<file path="config.mk">
export PLATFORM = sky130hd
export DESIGN_NAME = alu_res_collect
export DESIGN_NICKNAME = d
export VERILOG_FILES = /design/src/rtl/alu_res_collect_pkg.sv /design/src/rtl/alu_res_collect_fifo_ctl.sv /design/src/rtl/alu_res_collect.sv
export SDC_FILE = /design/constraint.sdc
export NUM_CORES = 1
export LEC_CHECK = 0
export BUFFER_PORTS_ARGS = -buffer_cell sky130_fd_sc_hd__buf_2
export CAP_MARGIN = 20
export CORE_MARGIN = 5
export CORE_UTILIZATION = 40
export DETAILED_ROUTE_END_ITERATION = 16
export GPL_TIMING_DRIVEN = 0
export SYNTH_ARGS = -nofsm -noshare
export SYNTH_HDL_FRONTEND = slang
export SYNTH_SLANG_ARGS = --single-unit
</file>
<file path="constraint.sdc">
create_clock -name clk -period 4 [get_ports clk]
set_clock_uncertainty 0.2 [all_clocks]
set_input_delay 0.8 -clock clk [delete_from_list [all_inputs] [get_ports clk]]
set_output_delay 0.8 -clock clk [all_outputs]
set_load 0.01 [all_outputs]
</file>
<file path="src/rtl/alu_res_collect_pkg.sv">
// Shared types for the ALU result collector: COASZP flag layout, buffered
// entry format and the parity helper.
package alu_res_collect_pkg;

  // Field order fixes the architectural bit positions: C=5 O=4 A=3 S=2 Z=1 P=0.
  typedef struct packed {
    logic c;
    logic o;
    logic a;
    logic s;
    logic z;
    logic p;
  } flags_t;

  localparam int FLAGS_W = $bits(flags_t);
  localparam int VAL_W   = 65;

  typedef struct packed {
    logic [VAL_W-1:0] value;
    flags_t           flags;
    logic             has_flags;
    logic             perr;
  } entry_t;

  // Even parity: bit 65 must equal the XOR of the 65 value bits.
  function automatic logic parity_err(input logic [VAL_W:0] d);
    return d[VAL_W] ^ (^d[VAL_W-1:0]);
  endfunction

endpackage

</file>
<file path="src/rtl/alu_res_collect_fifo_ctl.sv">
// Pointer/count bookkeeping for the result FIFO; flush has priority over
// push and pop. Callers gate push with ~full and pop with ~empty.
module res_fifo_ctl #(
  parameter int DEPTH = 4
) (
  input  logic                     clk,
  input  logic                     rst,
  input  logic                     push,
  input  logic                     pop,
  input  logic                     flush,
  output logic [$clog2(DEPTH)-1:0] wr_ptr,
  output logic [$clog2(DEPTH)-1:0] rd_ptr,
  output logic                     full,
  output logic                     empty
);
  localparam int PW = $clog2(DEPTH);
  localparam int CW = PW + 1;

  logic [CW-1:0] count;

  // DEPTH is a power of two, so the pointers wrap by natural overflow.
  always_ff @(posedge clk or posedge rst) begin
    if (rst) begin
      wr_ptr <= '0;
      rd_ptr <= '0;
      count  <= '0;
    end else if (flush) begin
      wr_ptr <= '0;
      rd_ptr <= '0;
      count  <= '0;
    end else begin
      if (push) wr_ptr <= wr_ptr + PW'(1);
      if (pop)  rd_ptr <= rd_ptr + PW'(1);
      count <= count + CW'(push) - CW'(pop);
    end
  end

  assign full  = (count == CW'(DEPTH));
  assign empty = (count == '0);

endmodule

</file>
<file path="src/rtl/alu_res_collect.sv">
// ALU result collector: buffers results in a small FIFO for writeback and
// maintains the COASZP flags register. Parity checking is enabled by ALU_RES_PARITY_EN.
`ifndef REG_ADDR_WIDTH
`define REG_ADDR_WIDTH 5
`endif

module alu_res_collect
  import alu_res_collect_pkg::*;
#(
  parameter int DEPTH     = 4,
  parameter int REG_WIDTH = `REG_ADDR_WIDTH
) (
  input  logic                 clk,
  input  logic                 rst,
  input  logic                 except,
  input  logic                 res_valid,
  output logic                 res_ready,
  input  logic [VAL_W:0]       res_data,
  input  logic [FLAGS_W-1:0]   res_flags,
  input  logic                 res_has_flags,
  input  logic [REG_WIDTH-1:0] res_reg,
  output logic                 wb_valid,
  input  logic                 wb_ready,
  output logic [VAL_W-1:0]     wb_data,
  output logic [REG_WIDTH-1:0] wb_reg,
  output logic                 wb_perr,
  output logic [FLAGS_W-1:0]   flags_out,
  output logic                 perr_sticky
);
  localparam int PW = $clog2(DEPTH);

  logic          push, pop, full, empty;
  logic [PW-1:0] wr_ptr, rd_ptr;
  entry_t        in_e, head;

  entry_t               mem     [DEPTH];
  logic [REG_WIDTH-1:0] mem_reg [DEPTH];

  assign res_ready = ~full;
  assign wb_valid  = ~empty;
  assign push      = res_valid & ~full;
  assign pop       = wb_ready & ~empty;

  res_fifo_ctl #(.DEPTH(DEPTH)) u_ctl (
    .clk    (clk),
    .rst    (rst),
    .push   (push),
    .pop    (pop),
    .flush  (except),
    .wr_ptr (wr_ptr),
    .rd_ptr (rd_ptr),
    .full   (full),
    .empty  (empty)
  );

  always_comb begin
    in_e           = '0;
    in_e.value     = res_data[VAL_W-1:0];
    in_e.flags     = flags_t'(res_flags);
    in_e.has_flags = res_has_flags;
`ifdef ALU_RES_PARITY_EN
    in_e.perr      = parity_err(res_data);
`else
    in_e.perr      = 1'b0;
`endif
  end

  // Storage is deliberately unreset; it is only observable while non-empty.
  always_ff @(posedge clk) begin
    if (push & ~except) begin
      mem[wr_ptr]     <= in_e;
      mem_reg[wr_ptr] <= res_reg;
    end
  end

  assign head    = mem[rd_ptr];
  assign wb_data = head.value;
  assign wb_reg  = mem_reg[rd_ptr];

  always_ff @(posedge clk or posedge rst) begin
    if (rst)
      flags_out <= '0;
    else if (pop & ~except & head.has_flags & ~head.perr)
      flags_out <= head.flags;
  end

`ifdef ALU_RES_PARITY_EN
  assign wb_perr = wb_valid & head.perr;

  always_ff @(posedge clk or posedge rst) begin
    if (rst)
      perr_sticky <= 1'b0;
    else if (push & ~except & in_e.perr)
      perr_sticky <= 1'b1;
  end
`else
  logic unused_par;
  assign unused_par  = res_data[VAL_W];
  assign wb_perr     = 1'b0;
  assign perr_sticky = 1'b0;
`endif

endmodule

</file>
==> results.md <==
Floorplanning:
- The floorplan die area is 34400 um^2.
- For this design the top-level I/O count stands at 163.
- The floorplan die height is 186 um.
- The initial utilization of the core area, before any placement, comes to 40.4%.
- The die is 186 um wide.
- In this run the core area contains 64 standard-cell rows.
- The area inside the core boundary is 30500 um^2.

Critical path:
- The largest stage delay on the critical path is 390 ps.
- The required time of the critical path is 3000 ps.
- STA classifies the critical path startpoint as a register.
- The library cell appearing most often on the critical path is buf_2.
- The data arrival time of the worst path is 2510 ps.
- In this design, the largest share of critical-path delay is due to buffers and inverters.
- Walking the worst path, the cells encountered are clkbuf_1 -> buf_2 -> buf_2 -> mux4_2 -> buf_4 -> buf_2.
- The critical path contains buffers and inverters numbering 5 combined.
- Along the worst path, the maximum fanout reaches 10.
- The worst setup path is captured at a primary output.
- The critical path in this run is classified as reg2out.
- The worst-path cell with the longest stage delay is buf_2.

Synthesis:
- The top cell type by area accounts for 75.1% of the synthesized area.
- Sorting the synthesized cells by area gives the leading types as edfxtp_1 (75%), mux4_2 (13%), buf_4 (4.5%).
- After Yosys synthesis, full adders, half adders and majority gates account for 0.772% of the synthesized area.
- The synthesized design spends more area on one cell type than any other, namely edfxtp_1.
- In the synthesized netlist the async set-or-reset flop fraction comes to 4.05%.
- After Yosys synthesis, XOR and XNOR cells account for 0.213% of the synthesized area.
- In this run, synthesis inferred 308 flip-flops with an integrated enable.
- The dominant synthesized flop cell is edfxtp_1.
- The Yosys step of the flow raised 0 warnings.
- After synthesis, the largest family of logic cells by area is multiplexers.
- The number of synthesized register bits is 321.
- The post-synthesis compound-gate area fraction is 0.305%.
- Sequential elements use 77.7% of the synthesized area.
- The synthesized instance count is 533.
- The number of distinct library cells after synthesis is 27.
- The cell area that synthesis handed to floorplanning was 12300 um^2.
- The synthesized area divided by synthesized cell count is 23.1 um^2.
- Measured against the total synthesized area, the mux share comes to 14.7%.
- After Yosys synthesis, and, or, nand and nor cells account for 0.924% of the synthesized area.

Placed design:
- In this run, placement finished with an instance count of 1092.
- The wire-length estimate of the detail-placed layout is 14.6 mm.
- The number of I/O port buffers is 158.
- The weighted congestion reported at the end of routability-driven placement is 0.721.
- The placement-stage cell area is 13700 um^2.

Timing:
- Setup repair after global routing left no endpoint under its margin.
- After layout, the worst path uses 87.7% of the clock period.
- The smallest clock period supported by the final layout is computed as 3510 ps.
- The final count of hold timing violations is 0.
- For this run, the top clock speed supported by timing is 285 MHz.
- The number of slew-limit violations in the final report came to 0.
- Setup violations remaining at the end of the flow were counted as 0.
- At the pin with the least slew margin, the transition time is 807 ps.
- The relative max-transition margin is 46.2%.

Status:
- The flow ran to the end, and the final reports show no timing, DRC or antenna violations.

Global route:
- The initial antenna violation count is 3.
- The via count of the first global-routing pass came to 6205.
- Across every metal layer, demand over resource in global routing totals 13.5%.
- Entering global routing, the biggest net connects 55 pins.
- The wire length of the first global-routing pass is 35.3 mm.
- Summed over all layers, the global routing overflow is 0.

Cells and area:
- Compared with the post-synthesis result, the final layout area differs by 20.5%.
- In the final layout, the multi-input gates occupy 2110 um^2.
- Of the cells placed in the final design, the portion with a size suffix greater than 1 is 49.9%.
- The register with the most flip-flops in the layout has 308 of them.
- The finished cells cover 14800 um^2.
- The repair_antennas step left the layout with diodes totalling 0.
- At the end of the flow the core is filled with cells to 48.7%.
- The final non-filler cell total is 1152.
- Fill cells in the final layout number 2539.
- The area taken by flip-flops and latches is 9570 um^2.
- For this run, the post-layout net count is 822.

Detailed routing:
- The final layout contains routed wiring with a total length of 23.0 mm.
- The first detailed-routing pass ran for 4 iterations.
- Using the TritonRoute via totals, the vias-per-cell ratio works out to 4.87.
- Dividing the detail-routed wire length by the instance count gives 20.0 um.
- After the first detailed-routing iteration, the DRC count stood at 240.
- In the routed design, unresolved DRC markers number 0.
- The via total after detailed routing is 5615.
- The number of routed nets with antenna violations is 0.

Clock network:
- The CTS tree is yes.
- The maximum number of buffers from clock root to sink is 3.
- The clock latency on the worst-skew pair is 490 ps.
- The clock buffer count from CTS is 34.
- After clock tree synthesis, the clock-pin slew on the worst setup and hold paths is 60 ps.
- Gates resized during post-CTS repair numbered 0.
- The number of post-CTS setup repair buffers is 0.
- The clock sink count is 321.
- The number of buffers added to fix hold violations after cts is 0.
- The root buffer cell is clkbuf_16.
- The H-tree was split into 2 levels.

Min path:
- The path type of the worst min-delay path is in2async.

Job:
- Across the run, the number of max-cap violations was 0.

Pwr:
- The areal power density over the cells is 620 nW/um^2.
- The leakage power of the design is 5.19 nW.
- The worst-case IR drop observed on VDD is 0.000382 V.
## layout make-up
type	instances	area share, %
sequential	321	64.5
multi-input combinational	119	14.2
clock buffer	41	6.05
timing repair buffer	162	6.02
buffer	86	4.21
tap	396	3.34
clock inverter	19	1.48
inverter	8	0.202
## per-layer routing
| metal | GRT usage [%] | share of wire [%] |
|---|---|---|
| met3 | 3.21 | 5.7 |
| met2 | 23.8 | 52 |
| met4 | 3.96 | 2.0 |
| met1 | 16.6 | 40 |
| met5 | 0 | 0.17 |
## per-stage QoR
step                TNS, ps  setup WS, ps  hold slack (ps)  power (W)
finish                    0           491              134    0.00921
global route              0           320              141    0.00966
CTS                       0           353              121    0.00937
detailed placement        0           890              300    0.00622
global placement    -376160         -1270              285    0.00617
floorplan                 0           267              350    0.00552
## synth_stat cells (all sizes together), types with 2 or more instances
| library cell | count |
|---|---|
| clkbuf | 2 |
| nor2 | 5 |
| and2 | 5 |
| buf | 84 |
| edfxtp | 308 |
| ha | 6 |
| a21oi | 2 |
| mux4 | 77 |
| nand3 | 2 |
| inv | 8 |
| mux2 | 6 |
| xor2 | 2 |
| o21ai | 2 |
| nor3 | 2 |
| dfrtp | 13 |
## kinds of logic after synthesis
family	count (synthesis)
buffers and inverters	94
AO/OA/AOI/OAI	6
adder cells (fa/ha/maj)	7
multiplexers	83
flip-flops	321
AND/OR/NAND/NOR	18
XOR/XNOR	3
other	1
## cell usage in the layout (no fill, tap or decap), drive strengths merged
master    count
ha            6
o31a          1
o21ai         2
edfxtp      308
fa            1
nor2b         1
and2          5
clkinv       11
dfrtp        13
conb          2
xnor2         1
nor3b         1
mux4         77
clkbuf       43
nor2          5
mux2          6
nor3          2
nand4b        1
buf         246
or3           1
o311ai        1
bufinv        5
a21oi         2
nand3         2
clkinvlp      2
inv           9
xor2          2
## power breakdown
group / internal (W) / switching, W / leakage (nW)
registers: 0.00391 / 0.0000685 / 2.96
clock network: 0.00192 / 0.00120 / 0.541
logic: 0.00115 / 0.000961 / 1.69
total: 0.00698 / 0.00223 / 5.19
## worst paths after layout
| kind | cells after the start | start | to | slack, ps |
|---|---|---|---|---|
| setup / recovery | 6 | u_ctl.rd_ptr[1]$_DFFE_PP0P_ | wb_data[41] | 490 |
| hold / removal | 2 | rst | u_ctl.wr_ptr[1]$_DFFE_PP0P_ | 130 |
| setup reg to reg | 4 | u_ctl.count[2]$_DFF_PP0_ | mem[2][7]$_DFFE_PP_ | 1420 |
| hold reg to reg | 1 | flags_out[5]$_DFFE_PP0P_ | flags_out[5]$_DFFE_PP0P_ | 320 |
| max in group asynchronous | 2 | rst | u_ctl.rd_ptr[1]$_DFFE_PP0P_ | 3110 |
| min in group clk | 1 | res_data[8] | mem[2][15]$_DFFE_PP_ | 310 |
## worst reg2reg max path: stages, from the launching register on
cell	delay, ps
dfrtp_1	430
nor3b_1	200
nor3_1	340
and2_4	740
buf_12	310
Note: power is estimated with default switching activity, not from simulation.
